## src/rtl/w6_link_pkg.sv

```systemverilog
// Shared constants for the w6 debug serial link: byte width, bit-counter width
// and the io_dir encodings.
package w6_link_pkg;
  localparam int BYTE_W = 8;
  localparam int CNT_W  = $clog2(BYTE_W);

  localparam logic DIR_RX = 1'b1;
  localparam logic DIR_TX = 1'b0;

  typedef logic [BYTE_W-1:0] byte_t;
endpackage

```

## src/rtl/w6_sync_fifo.sv

```systemverilog
// Single-clock FIFO with occupancy count; a push into a full FIFO succeeds
// when a pop happens in the same cycle.
module w6_sync_fifo #(
  parameter int DEPTH = 4,
  parameter int WIDTH = 8
) (
  input  logic                     clk_i,
  input  logic                     rst_i,
  input  logic                     push_i,
  input  logic [WIDTH-1:0]         push_data_i,
  input  logic                     pop_i,
  output logic [WIDTH-1:0]         rd_data_o,
  output logic [$clog2(DEPTH):0]   count_o,
  output logic                     empty_o
);
  localparam int PW = $clog2(DEPTH);
  localparam int CW = PW + 1;

  logic [WIDTH-1:0] mem_q [DEPTH];
  logic [PW-1:0]    wr_q, rd_q;
  logic [CW-1:0]    cnt_q;
  logic             full, do_push, do_pop;

  assign full    = (cnt_q == CW'(DEPTH));
  assign empty_o = (cnt_q == '0);
  assign do_pop  = pop_i & ~empty_o;
  assign do_push = push_i & (~full | do_pop);

  assign rd_data_o = mem_q[rd_q];
  assign count_o   = cnt_q;

  always_ff @(posedge clk_i) begin
    if (rst_i) begin
      for (int i = 0; i < DEPTH; i++) mem_q[i] <= '0;
      wr_q  <= '0;
      rd_q  <= '0;
      cnt_q <= '0;
    end else begin
      if (do_push) begin
        mem_q[wr_q] <= push_data_i;
        wr_q        <= wr_q + 1'b1;
      end
      if (do_pop) rd_q <= rd_q + 1'b1;
      case ({do_push, do_pop})
        2'b10:   cnt_q <= cnt_q + 1'b1;
        2'b01:   cnt_q <= cnt_q - 1'b1;
        default: ;
      endcase
    end
  end
endmodule

```

## src/rtl/w6_serial_phy.sv

```systemverilog
// Bit-serial host link PHY: synchronises the host pins, deserialises RX bytes
// into a FIFO and serialises TX bytes from a one-entry holding register.
module w6_serial_phy
  import w6_link_pkg::*;
#(
  parameter int RX_DEPTH    = 4,
  parameter int SYNC_STAGES = 2
) (
  input  logic              clk,
  input  logic              rst,
  input  logic              io_clk,
  input  logic              io_dir,
  input  logic              io_in,
  output logic              io_out,
  output logic              io_cts,
  output logic              io_rts,
  output logic [BYTE_W-1:0] rx_data,
  output logic              rx_valid,
  input  logic              rx_ready,
  input  logic [BYTE_W-1:0] tx_data,
  input  logic              tx_valid,
  output logic              tx_ready,
  output logic              rx_overflow
);
  localparam int CW = $clog2(RX_DEPTH) + 1;
  localparam logic [CW-1:0] RX_FULL = CW'(RX_DEPTH);
  localparam logic [CNT_W-1:0] LAST_BIT = CNT_W'(BYTE_W - 1);

  logic [SYNC_STAGES-1:0] clk_sync_q, dir_sync_q, in_sync_q;
  logic sync_clk, sync_dir, sync_in, prev_clk_q, dir_prev_q;
  logic s_rise, s_fall, dir_chg;

  logic [CNT_W-1:0]  bitcnt_q, bitcnt_d;
  logic [BYTE_W-2:0] shift_rx_q, shift_rx_d;
  byte_t             tx_byte_q, tx_byte_d, hold_q, hold_d;
  logic              tx_busy_q, tx_busy_d, hold_full_q, hold_full_d;
  logic              io_out_q, io_out_d, ovf_q, ovf_d;
  logic              cts_q, alive_q;

  logic              push, pop, fifo_empty, fifo_full, tx_accept;
  byte_t             push_data;
  logic [CW-1:0]     fifo_cnt;

  assign sync_clk = clk_sync_q[SYNC_STAGES-1];
  assign sync_dir = dir_sync_q[SYNC_STAGES-1];
  assign sync_in  = in_sync_q[SYNC_STAGES-1];
  assign s_rise   = sync_clk & ~prev_clk_q;
  assign s_fall   = ~sync_clk & prev_clk_q;
  assign dir_chg  = sync_dir ^ dir_prev_q;

  assign rx_valid    = ~fifo_empty;
  assign pop         = rx_valid & rx_ready;
  assign fifo_full   = (fifo_cnt == RX_FULL);
  assign push_data   = {shift_rx_q, sync_in};
  assign tx_ready    = alive_q & ~hold_full_q;
  assign tx_accept   = tx_valid & tx_ready;
  assign io_out      = io_out_q;
  assign io_rts      = tx_busy_q;
  assign io_cts      = cts_q;
  assign rx_overflow = ovf_q;

  w6_sync_fifo #(
    .DEPTH(RX_DEPTH),
    .WIDTH(BYTE_W)
  ) u_rx_fifo (
    .clk_i      (clk),
    .rst_i      (rst),
    .push_i     (push),
    .push_data_i(push_data),
    .pop_i      (pop),
    .rd_data_o  (rx_data),
    .count_o    (fifo_cnt),
    .empty_o    (fifo_empty)
  );

  always_comb begin
    bitcnt_d    = bitcnt_q;
    shift_rx_d  = shift_rx_q;
    tx_byte_d   = tx_byte_q;
    tx_busy_d   = tx_busy_q;
    io_out_d    = io_out_q;
    hold_d      = hold_q;
    hold_full_d = hold_full_q;
    push        = 1'b0;

    // A direction flip drops a partial RX byte and rewinds TX to its MSB.
    if (dir_chg) begin
      bitcnt_d = '0;
      if (sync_dir == DIR_TX && tx_busy_q) io_out_d = tx_byte_q[BYTE_W-1];
    end else if (sync_dir == DIR_RX) begin
      if (s_rise) begin
        shift_rx_d = push_data[BYTE_W-2:0];
        bitcnt_d   = bitcnt_q + 1'b1;
        push       = (bitcnt_q == LAST_BIT);
      end
    end else if (tx_busy_q) begin
      if (s_rise) begin
        bitcnt_d = bitcnt_q + 1'b1;
        if (bitcnt_q == LAST_BIT) tx_busy_d = 1'b0;
      end else if (s_fall && bitcnt_q != '0) begin
        io_out_d = tx_byte_q[LAST_BIT - bitcnt_q];
      end
    end else if (hold_full_q) begin
      tx_byte_d   = hold_q;
      tx_busy_d   = 1'b1;
      io_out_d    = hold_q[BYTE_W-1];
      hold_full_d = 1'b0;
    end

    if (tx_accept) begin
      hold_d      = tx_data;
      hold_full_d = 1'b1;
    end
    ovf_d = ovf_q | (push & fifo_full & ~pop);
  end

  always_ff @(posedge clk) begin
    if (rst) begin
      clk_sync_q  <= '0;
      dir_sync_q  <= '0;
      in_sync_q   <= '0;
      prev_clk_q  <= 1'b0;
      dir_prev_q  <= 1'b0;
      bitcnt_q    <= '0;
      shift_rx_q  <= '0;
      tx_byte_q   <= '0;
      tx_busy_q   <= 1'b0;
      io_out_q    <= 1'b0;
      hold_q      <= '0;
      hold_full_q <= 1'b0;
      ovf_q       <= 1'b0;
      cts_q       <= 1'b0;
      alive_q     <= 1'b0;
    end else begin
      clk_sync_q  <= {clk_sync_q[SYNC_STAGES-2:0], io_clk};
      dir_sync_q  <= {dir_sync_q[SYNC_STAGES-2:0], io_dir};
      in_sync_q   <= {in_sync_q[SYNC_STAGES-2:0], io_in};
      prev_clk_q  <= sync_clk;
      dir_prev_q  <= sync_dir;
      bitcnt_q    <= bitcnt_d;
      shift_rx_q  <= shift_rx_d;
      tx_byte_q   <= tx_byte_d;
      tx_busy_q   <= tx_busy_d;
      io_out_q    <= io_out_d;
      hold_q      <= hold_d;
      hold_full_q <= hold_full_d;
      ovf_q       <= ovf_d;
      cts_q       <= (fifo_cnt < RX_FULL);
      alive_q     <= 1'b1;
    end
  end
endmodule

```

## config.mk

```make
export PLATFORM = sky130hd
export DESIGN_NAME = w6_serial_phy
export DESIGN_NICKNAME = d
export VERILOG_FILES = /design/src/rtl/w6_link_pkg.sv /design/src/rtl/w6_sync_fifo.sv /design/src/rtl/w6_serial_phy.sv
export SDC_FILE = /design/constraint.sdc
export NUM_CORES = 1
export LEC_CHECK = 0
export ABC_AREA = 0
export CAP_MARGIN = 20
export CORE_MARGIN = 5
export CORE_UTILIZATION = 62
export DETAILED_ROUTE_END_ITERATION = 8
export HOLD_SLACK_MARGIN = 0.12
export MAX_ROUTING_LAYER = met4
export PLACE_DENSITY = 0.84
export SYNTH_ARGS = -nofsm -noshare
export SYNTH_HDL_FRONTEND = slang
export SYNTH_SLANG_ARGS = --single-unit
```

## constraint.sdc

```tcl
create_clock -name clk -period 6.5 [get_ports clk]
set_input_delay 1.3 -clock clk [delete_from_list [all_inputs] [get_ports clk]]
set_output_delay 1.3 -clock clk [all_outputs]
set_load 0.02 [all_outputs]
```

[Yosys cells after proc, flatten, opt, wreduce, memory -nomap -nowiden]
Memories as Yosys holds them, arrays and structs flattened. A register that Yosys moved wholly into a read port is not among the register bits.
Index checks and enable logic that the tools add are counted.
Word-level totals
  bits of input ports: 15
  output and inout port bits: 14
  memories kept: 1
  bits in registers: 47
  memory bits (writable): 32
Operators by class
  bitwise gates (word level): 21
  eq/ne operators: 11
  add/subtract/negate cells: 6
  reductions and logical operators: 14
  order comparisons: 2
  mux-type cells: 35
Memories
  u_rx_fifo.mem_q: words 4, width 8, read ports 1, clocked after Yosys merged registers in 1, wr ports 4, line w6_sync_fifo.sv:19  | logic [WIDTH-1:0] mem_q [DEPTH];
Operators with widths (number)
  two-way mux 1 bit: 26
  != test 2 x 1 -> 1 bit, second input constant: 5
  AND 1 bit: 9
  two-way mux 3 bit: 3
  NOT 1 bit: 9
  two-way mux 8 bit: 1
  OR reduction 8 bit: 1
  adder 3 x 1 -> 3 bit, second input constant: 2
  == test 3 bit, second input constant: 2
  two-way mux 2 bit: 3
  case mux 3 bit (2 select lines): 1
  AND reduction 3 bit: 2
  nonzero test 3 bit: 2
  AND reduction 5 bit: 1
  adder 2 x 1 -> 2 bit, second input constant: 2
  less-than comparator 3 x 4 -> 1 bit, second input constant: 1
  AND reduction 4 bit: 1
  nonzero test 2 bit: 2
  binary-select mux 1 bit (select 3 bit): 1
  logical NOT 3 bit: 1
  less-than comparator 3 bit, second input constant: 1
  != test 3 x 2 -> 1 bit, second input constant: 1
  != test 3 bit, second input constant: 1
  subtractor 3 x 1 -> 3 bit, second input constant: 1
  other kinds (8): 10

[Logic depth before layout (Yosys ltp)]
Gate-level depths: netlist of the first run.
  depth after elaboration: 11
  gate-level depth with buffers: 11

[Cells and area by module]
Synthesis of the first run repeated with hierarchy kept, for this count alone.
Second synthesis, totals
  cells, all modules: 305
  area, all modules: 3460.8 um^2
By module, submodules not included
  w6_sync_fifo: seq. area each 1141.1 um^2, times used 1, cells an instance 130, area each 1846.8 um^2
  w6_serial_phy: seq. area each 800.8 um^2, times used 1, cells an instance 175, area each 1614.0 um^2

[Worst setup path before layout of the first run]
No wires, ideal clock.
  kind: input -> register
  start: input port rx_ready
  end: memory u_rx_fifo.mem_q[1][0] (enable)
  library setup time: 384 ps
  cell stages on the path: 5
  data required time: 6116 ps
  slack: 3464 ps
  data arrival time: 2652 ps
  cells stage by stage: clkbuf_1 > nor4b_4 > nor3_1 > nand2_1 > o21ai_0
RTL lines
  from (decl): line w6_serial_phy.sv:19  | input logic rx_ready,
  to (decl): line w6_sync_fifo.sv:19

==> flow_summary.rst, run 1 <==
.. list-table::
   :header-rows: 1

   * - Metric
     - Value
   * - Global Route Usage Sum
     - 21.5%
   * - Chip Height
     - 85.7 um
   * - Sequential cell area
     - 1940 um^2
   * - TritonCTS clock tree
     - done
   * - Weighted congestion at the end of routability-driven global placement
     - 0.894
   * - CP endpoint kind
     - output port
   * - Layout cells sized above 1
     - 10.8%
   * - Max incr delay on CP
     - 680 ps
   * - Buffers inserted by post-CTS timing repair
     - 0
   * - Power density normalized to cell area
     - 256 nW/um^2
   * - Leak
     - 0.00152 uW
   * - Routed Antenna Nets
     - 0
   * - Critical Path Fanout Max
     - 8
   * - Startpoint types
     - flop
   * - Sequential cell area fraction in the yosys report
     - 54.6%
   * - Sink count of the clock tree
     - 81
   * - EDFF count, synth
     - 32
   * - Max stage delay cell, worst path
     - sky130_fd_sc_hd__dfxtp_1
   * - Pin count of the biggest net entering global routing
     - 52
   * - Result of the run
     - finished, final reports clean
   * - Required time at the endpoint of the critical path
     - 5200 ps
   * - Antenna violations before repair
     - 0
   * - Warnings, synthesis
     - 0
   * - Maximum frequency from static timing analysis
     - 287 MHz
   * - Number of placement rows
     - 27
   * - Most numerous cell in the Yosys netlist
     - sky130_fd_sc_hd__dfxtp_1
   * - Critical path type
     - reg2out
   * - Crit path buf inv count
     - 1
   * - Max-cap check violation count
     - 0
   * - Dominant synthesized flop cell
     - sky130_fd_sc_hd__dfxtp_1
   * - Fill cells
     - 391
   * - Die area
     - 7350 um^2
   * - CTS clk-pin slew, worst paths
     - 80 ps
   * - Mapped Nets
     - 339
   * - Effective utilization at floorplan
     - 64.2%
   * - Kind of cell adding the most delay to the critical path
     - flip-flops
   * - Antenna diode instance count
     - 0
   * - Initial DRT Pass Iterations
     - 4
   * - Cts-stage hold buffer count
     - 0
   * - Peak supply drop
     - 0.000237 V
   * - Detailed-route DRC error count
     - 0
   * - Syn_area_per_cell
     - 11.2 um^2
   * - Total length of routed wires
     - 7.07 mm
   * - Least-Margin Pin Slew
     - 923 ps
   * - Die width
     - 85.7 um
   * - Number of placed I/O pins
     - 29
   * - Detail-routed net length per standard cell
     - 17.0 um
   * - Crit share post-route
     - 53.6%
   * - Combined area of all synthesized cells
     - 3550 um^2
   * - Resized Gates After CTS
     - 0
   * - Port Buffers
     - 28
   * - Top-area cell type share of the netlist area
     - 27.6%
   * - Final setup skew
     - 11.2 ps
   * - Vias after detailed routing
     - 2351
   * - Deepest clock path buffer count
     - 2
   * - Syn-to-layout area delta
     - 14.6%
   * - Slew Limit Headroom
     - 38.5%
   * - Clock insertion delay at the later pin of the skew report
     - 350 ps
   * - Detailed-route vias per instance
     - 5.65
   * - Sum of internal, switching and leakage power
     - 1040 uW
   * - Fraction of registers with async set/reset
     - 0%
   * - Number of design-rule violations left by the first detailed-router iteration
     - 191
   * - Slew Limit Fails
     - 0
   * - CP cell instances
     - mux4_2 -> clkdlybuf4s50_1
   * - Class of the most critical hold timing path
     - reg2reg
   * - Cell types with the largest area share after synthesis
     - sky130_fd_sc_hd__dfxtp_1 28%, sky130_fd_sc_hd__edfxtp_1 27%, sky130_fd_sc_hd__and2_1 6.0%
   * - Setup-violating endpoint count in the final report
     - 0
   * - Max H-tree Level
     - 3
   * - Aggregate negative setup slack
     - 0 ps
   * - Residual overflow from global routing
     - 0
   * - Top post-synthesis cells by count
     - 49 x sky130_fd_sc_hd__dfxtp_1, 34 x sky130_fd_sc_hd__and2_1, 32 x sky130_fd_sc_hd__edfxtp_1
   * - Final Net Count
     - 360
   * - Via count of the first global-routing pass
     - 2270
   * - Detailed Place HPWL
     - 4.81 mm
   * - Global-route wire length before repair
     - 11.5 mm
   * - Crit path DAT
     - 2180 ps
   * - Cells after synthesis
     - 318
   * - Clock buffer count from CTS
     - 9
   * - Core Box Area
     - 5540 um^2
   * - Combined area of the multi-input logic cells
     - 1470 um^2
   * - Distinct cell type count after synthesis
     - 50
   * - Final number of hold-violating endpoints
     - 0
   * - Root buffer selected by CTS
     - sky130_fd_sc_hd__clkbuf_8
   * - Unrepaired setup endpoints after global routing
     - no
   * - Final critical delay including setup and external delays
     - 3480 ps
   * - Largest area contributor in the synthesized netlist
     - sky130_fd_sc_hd__dfxtp_1
   * - #FFs+latches synth
     - 81
[worst reg2reg max path, cell delays in order (launching register included)]
cell and delay (ps):
sky130_fd_sc_hd__dfxtp_1 500, sky130_fd_sc_hd__inv_1 150, sky130_fd_sc_hd__ha_1 430, sky130_fd_sc_hd__nand2b_4 240, sky130_fd_sc_hd__nor4_4 440, sky130_fd_sc_hd__nor3b_4 390, sky130_fd_sc_hd__or2_1 340
[final timing paths]
kind                                          startpoint                                  end  slack, ps  depth (start not counted)
worst max-delay path                                flop                           rx_data[0]       3020                          2
worst max register to register  dir_sync_q[1]$_SDFF_PP0_  u_rx_fifo.mem_q[0][1]$_SDFFCE_PN0P_       3690                          6
worst min-delay path             in_sync_q[0]$_SDFF_PP0_              in_sync_q[1]$_SDFF_PP0_        440                          1
worst min register to register   in_sync_q[0]$_SDFF_PP0_              in_sync_q[1]$_SDFF_PP0_        440                          1
[cells by family after synthesis]
group	Yosys count	synth area share (%)
AND/OR/NAND/NOR	134	21.7
flip-flops	81	54.6
AO/OA/AOI/OAI	43	7.67
buffers and inverters	30	3.91
multiplexers	20	8.80
adder cells (fa/ha/maj)	6	2.32
XOR/XNOR	4	0.986
[area by class of cell]
| type | count | area share [%] |
|---|---|---|
| Inverter | 10 | 0.922 |
| Timing Repair Buffer | 30 | 7.07 |
| Clock buffer | 9 | 3.04 |
| Tap cell | 72 | 2.21 |
| Sequential cell | 81 | 47.7 |
| Clock inverter | 7 | 2.89 |
| Multi-Input combinational cell | 207 | 36.2 |
[registers in the layout, indices dropped and copies added, names as in the netlist, named ones only]
name               cells
bitcnt_q               3
io_out                 1
u_rx_fifo.rd_q         2
u_rx_fifo.mem_q       32
tx_byte_q              8
dir_sync_q             2
io_cts                 1
in_sync_q              2
hold_q                 8
prev_clk_q             1
rx_overflow            1
clk_sync_q             2
dir_prev_q             1
u_rx_fifo.count_o      3
hold_full_q            1
alive_q                1
u_rx_fifo.wr_q         2
shift_rx_q             7
io_rts                 1
[metrics by stage]
step	std cells	worst slack, ps	hold WS, ps	area [um^2]	utilization [%]
finish	416	3020	436	4070	73.5
global route	416	2890	467	4070	73.5
CTS	414	2980	439	4060	73.3
detailed placement	398	2790	420	3820	68.9
global placement	398	2890	420	3820	68.9
floorplan	318	3460	414	3550	-
[power breakdown]
part / total (uW) / internal [uW] / switching (uW)
registers: 548 / 540 / 8.29
clock network: 438 / 255 / 183
logic: 55.9 / 25.6 / 30.3
total: 1040 / 821 / 221
[cell usage in the layout, fill, tap and decap left out, types with 3 or more instances in the layout]
| cell | synthesis | final |
|---|---|---|
| sky130_fd_sc_hd__a211oi_1 | 3 | 3 |
| sky130_fd_sc_hd__a21oi_1 | 19 | 19 |
| sky130_fd_sc_hd__and2_1 | 34 | 34 |
| sky130_fd_sc_hd__bufinv_16 | 0 | 3 |
| sky130_fd_sc_hd__clkbuf_8 | 0 | 9 |
| sky130_fd_sc_hd__clkdlybuf4s50_1 | 0 | 27 |
| sky130_fd_sc_hd__dfxtp_1 | 49 | 49 |
| sky130_fd_sc_hd__edfxtp_1 | 32 | 32 |
| sky130_fd_sc_hd__ha_1 | 5 | 5 |
| sky130_fd_sc_hd__inv_1 | 10 | 10 |
| sky130_fd_sc_hd__mux2i_1 | 11 | 11 |
| sky130_fd_sc_hd__mux4_2 | 9 | 9 |
| sky130_fd_sc_hd__nand2_1 | 31 | 31 |
| sky130_fd_sc_hd__nand3_1 | 9 | 9 |
| sky130_fd_sc_hd__nor2_1 | 23 | 23 |
| sky130_fd_sc_hd__nor2b_1 | 9 | 9 |
| sky130_fd_sc_hd__nor3_1 | 7 | 7 |
| sky130_fd_sc_hd__o21ai_0 | 5 | 5 |
| sky130_fd_sc_hd__xnor2_1 | 3 | 3 |
[routing by layer]
| layer | track usage, % | part of all wire, % | vias up |
|---|---|---|---|
| li1 | - | - | 1148 |
| met4 | 7.48 | 1.3 | 0 |
| met3 | 5.38 | 5.7 | 11 |
| met2 | 35.2 | 52 | 76 |
| met5 | - | 0 | - |
| met1 | 25.8 | 41 | 1116 |
(Power assumes the default switching activity.)
==> inputs of run 2 (changes only) <==
--- a/config.mk
+++ b/config.mk
@@ -8,11 +8,11 @@
 export ABC_AREA = 0
 export CAP_MARGIN = 20
 export CORE_MARGIN = 5
-export CORE_UTILIZATION = 62
+export CORE_UTILIZATION = 57
 export DETAILED_ROUTE_END_ITERATION = 8
 export HOLD_SLACK_MARGIN = 0.12
 export MAX_ROUTING_LAYER = met4
-export PLACE_DENSITY = 0.84
+export PLACE_DENSITY = 0.78
 export SYNTH_ARGS = -nofsm -noshare
 export SYNTH_HDL_FRONTEND = slang
 export SYNTH_SLANG_ARGS = --single-unit
==> constraint.sdc (replaced) <==
create_clock -name clk -period 3.6 [get_ports clk]
set_input_delay 0.72 -clock clk [delete_from_list [all_inputs] [get_ports clk]]
set_output_delay 0.72 -clock clk [all_outputs]
set_load 0.02 [all_outputs]
==> run 2 against run 1 <==
Total power grew 63%. Largest power group unchanged. Sequential cell count stayed put. Register-to-register slack got worse by 2900 ps. Routed wire length down 7.6%. Global-route usage decreased by 2.0 points. Die area increased by 7.7%. Worst setup slack worse by 2300 ps.
==> flow_summary.rst, run 2 (synthesized netlist as in run 1, its figures left out) <==
.. list-table::
   :header-rows: 1

   * - Metric
     - Value
   * - Antenna diode instance count
     - 0
   * - Peak supply drop
     - 0.000280 V
   * - Total length of routed wires
     - 6.53 mm
   * - Class of the most critical hold timing path
     - reg2reg
   * - Critical Path Fanout Max
     - 8
   * - Pin count of the biggest net entering global routing
     - 50
   * - Number of placement rows
     - 28
   * - Effective utilization at floorplan
     - 59.3%
   * - Final instance count without filler cells
     - 421
   * - Port Buffers
     - 28
   * - Die width
     - 89.0 um
   * - Leak
     - 0.00150 uW
   * - Largest register FFs
     - 32
   * - Antenna violations before repair
     - 0
   * - TritonCTS clock tree
     - done
   * - Least-Margin Pin Slew
     - 587 ps
   * - Sum of internal, switching and leakage power
     - 1700 uW
   * - Max H-tree Level
     - 3
   * - Fill cells
     - 465
   * - Unrepaired setup endpoints after global routing
     - no
   * - Aggregate negative setup slack
     - 0 ps
   * - Sink count of the clock tree
     - 81
   * - Placed cell areas
     - 3850 um^2
   * - Global Route Usage Sum
     - 19.5%
   * - Power density normalized to cell area
     - 421 nW/um^2
   * - Clock buffer count from CTS
     - 9
   * - Root buffer selected by CTS
     - sky130_fd_sc_hd__clkbuf_8
   * - Final Net Count
     - 362
   * - Detailed-route vias per instance
     - 5.46
   * - Maximum frequency from static timing analysis
     - 353 MHz
   * - Core Box Area
     - 5990 um^2
   * - Deepest clock path buffer count
     - 2
   * - Detailed Place HPWL
     - 4.78 mm
   * - Number of placed I/O pins
     - 29
   * - Resized Gates After CTS
     - 0
   * - Slew Limit Fails
     - 0
   * - Number of design-rule violations left by the first detailed-router iteration
     - 127
   * - Total non-filler cell area in the finished layout
     - 4040 um^2
   * - Startpoint types
     - flop
   * - Setup-violating endpoint count in the final report
     - 0
   * - Detailed-route DRC error count
     - 0
   * - Chip Height
     - 89.0 um
   * - Vias after detailed routing
     - 2300
   * - Final critical delay including setup and external delays
     - 2840 ps
   * - Layout cells sized above 1
     - 10.7%
   * - Die area
     - 7920 um^2
   * - Via count of the first global-routing pass
     - 2324
   * - Syn-to-layout area delta
     - 13.6%
   * - Register with the highest flop count
     - u_rx_fifo.mem_q
   * - Crit path DAT
     - 2120 ps
   * - Commonest non-fill, non-tap cell in the layout
     - sky130_fd_sc_hd__dfxtp_1
   * - Clock insertion delay at the later pin of the skew report
     - 340 ps
   * - Final number of hold-violating endpoints
     - 0
   * - Slew Limit Headroom
     - 60.5%
   * - Result of the run
     - finished, final reports clean
   * - CP endpoint kind
     - output port
   * - Weighted congestion at the end of routability-driven global placement
     - 0.891
   * - Final setup skew
     - 10.4 ps
   * - Final WS setup
     - 764 ps
   * - Top library cells by usage in the layout, fill and taps aside
     - 49 x sky130_fd_sc_hd__dfxtp_1, 34 x sky130_fd_sc_hd__and2_1, 32 x sky130_fd_sc_hd__edfxtp_1
   * - Placed cells
     - 405
   * - Detail-routed net length per standard cell
     - 15.5 um
   * - Cts-stage hold buffer count
     - 0
   * - Critical path type
     - reg2out
   * - Biggest registers after layout
     - u_rx_fifo.mem_q x32, hold_q x8, tx_byte_q x8
   * - Initial DRT Pass Iterations
     - 4
   * - Routed Antenna Nets
     - 0
   * - Worst slack after detailed placement
     - 624 ps
   * - Residual overflow from global routing
     - 0
   * - Required time at the endpoint of the critical path
     - 2880 ps
   * - CTS clk-pin slew, worst paths
     - 80 ps
   * - Global-route wire length before repair
     - 11.2 mm
   * - Crit share post-route
     - 78.8%
   * - Buffers inserted by post-CTS timing repair
     - 0
   * - Max-cap check violation count
     - 0
[run 2: changes by cell type in the layout (fill, tap and decap cells not counted), sizes merged]
cell / previous run / this run
bufinv: 3 / 0
clkinvlp: 1 / 3
clkinv: 2 / 1
inv: 11 / 10
buf: 2 / 5
clkbuf: 10 / 12
[run 2: where the power goes]
part / internal [uW] / total [uW] / switching (uW)
Combinational: 48.3 / 104 / 55.5
Clock: 292 / 607 / 316
Sequential: 975 / 988 / 13.5
[run 2: final cells by class]
cell class / count / area (um^2) / share of cell area (%)
Sequential cell: 81 / 1940 / 48.1
Multi-Input combinational cell: 207 / 1470 / 36.5
Timing Repair Buffer: 32 / 305 / 7.56
Clock buffer: 12 / 156 / 3.87
Tap cell: 75 / 93.8 / 2.32
Inverter: 10 / 37.5 / 0.930
Clock inverter: 4 / 27.5 / 0.682
[run 2: routing by layer]
layer | part of all wire, % | GRT usage [%] | routed length, um | vias up
met2 | 50 | 31.8 | 3260 | 48
li1 | - | - | - | 1152
met5 | 0 | - | 0 | -
met4 | 1.4 | 8.53 | 89 | 0
met3 | 3.9 | 2.76 | 255 | 9
met1 | 45 | 24.2 | 2930 | 1091
[run 2: worst paths after layout]
path | startpoint | end | slack (ps) | cells past startpoint
worst min-delay path | in_sync_q[0]$_SDFF_PP0_ | in_sync_q[1]$_SDFF_PP0_ | 440 | 1
worst max-delay path | flop | rx_data[4] | 760 | 2
worst max register to register | dir_sync_q[1]$_SDFF_PP0_ | u_rx_fifo.mem_q[2][6]$_SDFFCE_PN0P_ | 820 | 6
worst min register to register | in_sync_q[0]$_SDFF_PP0_ | in_sync_q[1]$_SDFF_PP0_ | 440 | 1
[run 2: worst max-delay path: stages (launching register included)]
cell and delay, ps:
sky130_fd_sc_hd__dfxtp_1 650, sky130_fd_sc_hd__mux4_2 560, sky130_fd_sc_hd__clkdlybuf4s50_1 560
[run 2: through the flow]
step	utilization (%)	hold slack [ps]
floorplan	-	414
global placement	64.3	418
detailed placement	64.3	425
CTS	67.4	444
global route	67.4	462
finish	67.4	440
==> inputs of run 3 (changes only) <==
--- a/config.mk
+++ b/config.mk
@@ -8,11 +8,11 @@
 export ABC_AREA = 0
 export CAP_MARGIN = 20
 export CORE_MARGIN = 5
-export CORE_UTILIZATION = 57
+export CORE_UTILIZATION = 52
 export DETAILED_ROUTE_END_ITERATION = 8
 export HOLD_SLACK_MARGIN = 0.12
 export MAX_ROUTING_LAYER = met4
-export PLACE_DENSITY = 0.78
+export PLACE_DENSITY = 0.75
 export SYNTH_ARGS = -nofsm -noshare
 export SYNTH_HDL_FRONTEND = slang
 export SYNTH_SLANG_ARGS = --single-unit
==> constraint.sdc (replaced) <==
create_clock -name clk -period 2.5 [get_ports clk]
set_input_delay 0.5 -clock clk [delete_from_list [all_inputs] [get_ports clk]]
set_output_delay 0.5 -clock clk [all_outputs]
set_load 0.02 [all_outputs]
==> run 3 against run 2 <==
Utilization decreased by 6.2 points. Critical path depth increased by 1. Cell area increased by 1.8%. Via count increased by 2.5%. Combinational power increased by 48%. Register-to-register slack got worse by 660 ps. Critical path type unchanged. Largest cell class unchanged.
==> flow_summary.rst, run 3 (synthesized netlist as in run 1, its figures left out) <==
.. list-table::
   :header-rows: 1

   * - Metric
     - Value
   * - Commonest non-fill, non-tap cell in the layout
     - sky130_fd_sc_hd__dfxtp_1
   * - Slew Limit Fails
     - 0
   * - Final setup skew
     - 10.9 ps
   * - Routed Antenna Nets
     - 0
   * - M1 GR Usage
     - 20.4%
   * - Number of placement rows
     - 30
   * - Effective utilization at floorplan
     - 52.9%
   * - Global-route wire length before repair
     - 10.9 mm
   * - Final critical delay including setup and external delays
     - 2410 ps
   * - Via count of the first global-routing pass
     - 2324
   * - Vias after detailed routing
     - 2358
   * - Largest register FFs
     - 32
   * - Placed cells
     - 419
   * - CP endpoint kind
     - output port
   * - Leak
     - 0.00161 uW
   * - Die width
     - 92.7 um
   * - Detailed-route DRC error count
     - 0
   * - Initial DRT Pass Iterations
     - 4
   * - Power density normalized to cell area
     - 584 nW/um^2
   * - Startpoint types
     - flop
   * - Chip Height
     - 92.7 um
   * - Root buffer selected by CTS
     - sky130_fd_sc_hd__clkbuf_8
   * - Detailed-route vias per instance
     - 5.42
   * - Slew Limit Headroom
     - 65.7%
   * - Required time at the endpoint of the critical path
     - 2000 ps
   * - Final WS setup
     - 92.4 ps
   * - Antenna violations before repair
     - 0
   * - Residual overflow from global routing
     - 0
   * - Class of the most critical hold timing path
     - reg2reg
   * - Syn-to-layout area delta
     - 15.6%
   * - Global Route Usage Sum
     - 16.3%
   * - Antenna diode instance count
     - 0
   * - Critical Path Fanout Max
     - 8
   * - Die area
     - 8590 um^2
   * - Resized Gates After CTS
     - 0
   * - Gr busiest metal
     - met2
   * - Top library cells by usage in the layout, fill and taps aside
     - 49 x sky130_fd_sc_hd__dfxtp_1, 34 x sky130_fd_sc_hd__and2_1, 32 x sky130_fd_sc_hd__edfxtp_1
   * - Detail-routed net length per standard cell
     - 14.5 um
   * - Pin count of the biggest net entering global routing
     - 51
   * - Hold slack final
     - 445 ps
   * - Crit share post-route
     - 96.3%
   * - Peak supply drop
     - 0.000370 V
   * - Biggest registers after layout
     - u_rx_fifo.mem_q x32, hold_q x8, tx_byte_q x8
   * - Layout cells sized above 1
     - 13.0%
   * - Core Box Area
     - 6720 um^2
   * - Critical path type
     - reg2out
   * - Clock buffer count from CTS
     - 9
   * - Buffers inserted by post-CTS timing repair
     - 0
   * - Total length of routed wires
     - 6.29 mm
   * - CTS clk-pin slew, worst paths
     - 80 ps
   * - Met2 usage
     - 26.4%
   * - Weighted congestion at the end of routability-driven global placement
     - 0.781
   * - Final instance count without filler cells
     - 435
   * - Sink count of the clock tree
     - 81
   * - Max H-tree Level
     - 3
   * - Max-cap check violation count
     - 0
   * - Final Net Count
     - 371
   * - Fraction of met3 tracks used by global routing
     - 4.47%
   * - Crit path DAT
     - 1910 ps
   * - Number of placed I/O pins
     - 29
   * - Final number of hold-violating endpoints
     - 0
   * - Detailed Place HPWL
     - 4.48 mm
   * - Cell count of the worst reg-to-reg path
     - 8
   * - Reg-to-reg setup timing slack
     - 160 ps
   * - Least-Margin Pin Slew
     - 510 ps
   * - Maximum frequency from static timing analysis
     - 415 MHz
   * - Deepest clock path buffer count
     - 2
   * - Setup-violating endpoint count in the final report
     - 0
   * - Result of the run
     - finished, final reports clean
   * - Register with the highest flop count
     - u_rx_fifo.mem_q
   * - Worst slack after detailed placement
     - 47.0 ps
   * - Aggregate negative setup slack
     - 0 ps
   * - Cts-stage hold buffer count
     - 0
   * - Number of design-rule violations left by the first detailed-router iteration
     - 217
   * - Clock insertion delay at the later pin of the skew report
     - 340 ps
   * - TritonCTS clock tree
     - done
   * - Port Buffers
     - 28
   * - Hold Crit Depth
     - 1
[run 3: cell types whose count changed in the layout (fill, tap and decap cells not counted), moves of 2 or more]
cell                              delta
sky130_fd_sc_hd__buf_4               +9
sky130_fd_sc_hd__clkdlybuf4s50_1     -6
sky130_fd_sc_hd__dlymetal6s2s_1      +6
sky130_fd_sc_hd__inv_6               +2
[run 3: cell type report]
| class | instances | area [um^2] |
|---|---|---|
| inverter | 10 | 37.5 |
| tap | 80 | 100 |
| sequential | 81 | 1940 |
| clock inverter | 6 | 41.3 |
| timing repair buffer | 41 | 388 |
| fill | 535 | 2610 |
| clock buffer | 10 | 128 |
| multi-input combinational | 207 | 1470 |
[run 3: worst paths after layout]
path | startpoint | end
setup reg to reg | bitcnt_q[0]$_SDFFE_PP0P_ | u_rx_fifo.count_o[1]$_SDFFE_PP0P_
setup / recovery | flop | rx_data[3]
hold reg to reg | in_sync_q[0]$_SDFF_PP0_ | in_sync_q[1]$_SDFF_PP0_
hold / removal | in_sync_q[0]$_SDFF_PP0_ | in_sync_q[1]$_SDFF_PP0_
[run 3: metal layers]
metal | vias to the layer above | wire length, um | share of wire (%)
met5 | - | 0 | 0
met4 | 0 | 66 | 1.0
met3 | 8 | 278 | 4.4
met2 | 46 | 3100 | 49
met1 | 1130 | 2850 | 45
li1 | 1174 | - | -
[run 3: metrics by stage]
| stage | cell area, um^2 | total power (uW) | utilization (%) |
|---|---|---|---|
| after floorplan | 3550 | 1540 | - |
| final | 4110 | 2400 | 61.2 |
| after global placement | 3930 | 1600 | 58.4 |
| after detailed placement | 3930 | 1610 | 58.4 |
| after global routing | 4110 | 2500 | 61.2 |
| after CTS | 4100 | 2430 | 60.9 |
[run 3: report_power, final]
part	switching, uW	leakage (uW)	total [uW]	internal (uW)
Sequential	17.1	0.000728	1420	1400
Combinational	82.1	0.000807	154	71.7
Clock	464	0.0000769	826	362
[run 3: worst max-delay path, stage by stage, from the launching register on]
cell and delay, ps:
sky130_fd_sc_hd__dfxtp_1 320, sky130_fd_sc_hd__buf_4 190, sky130_fd_sc_hd__mux4_2 510, sky130_fd_sc_hd__clkdlybuf4s50_1 550
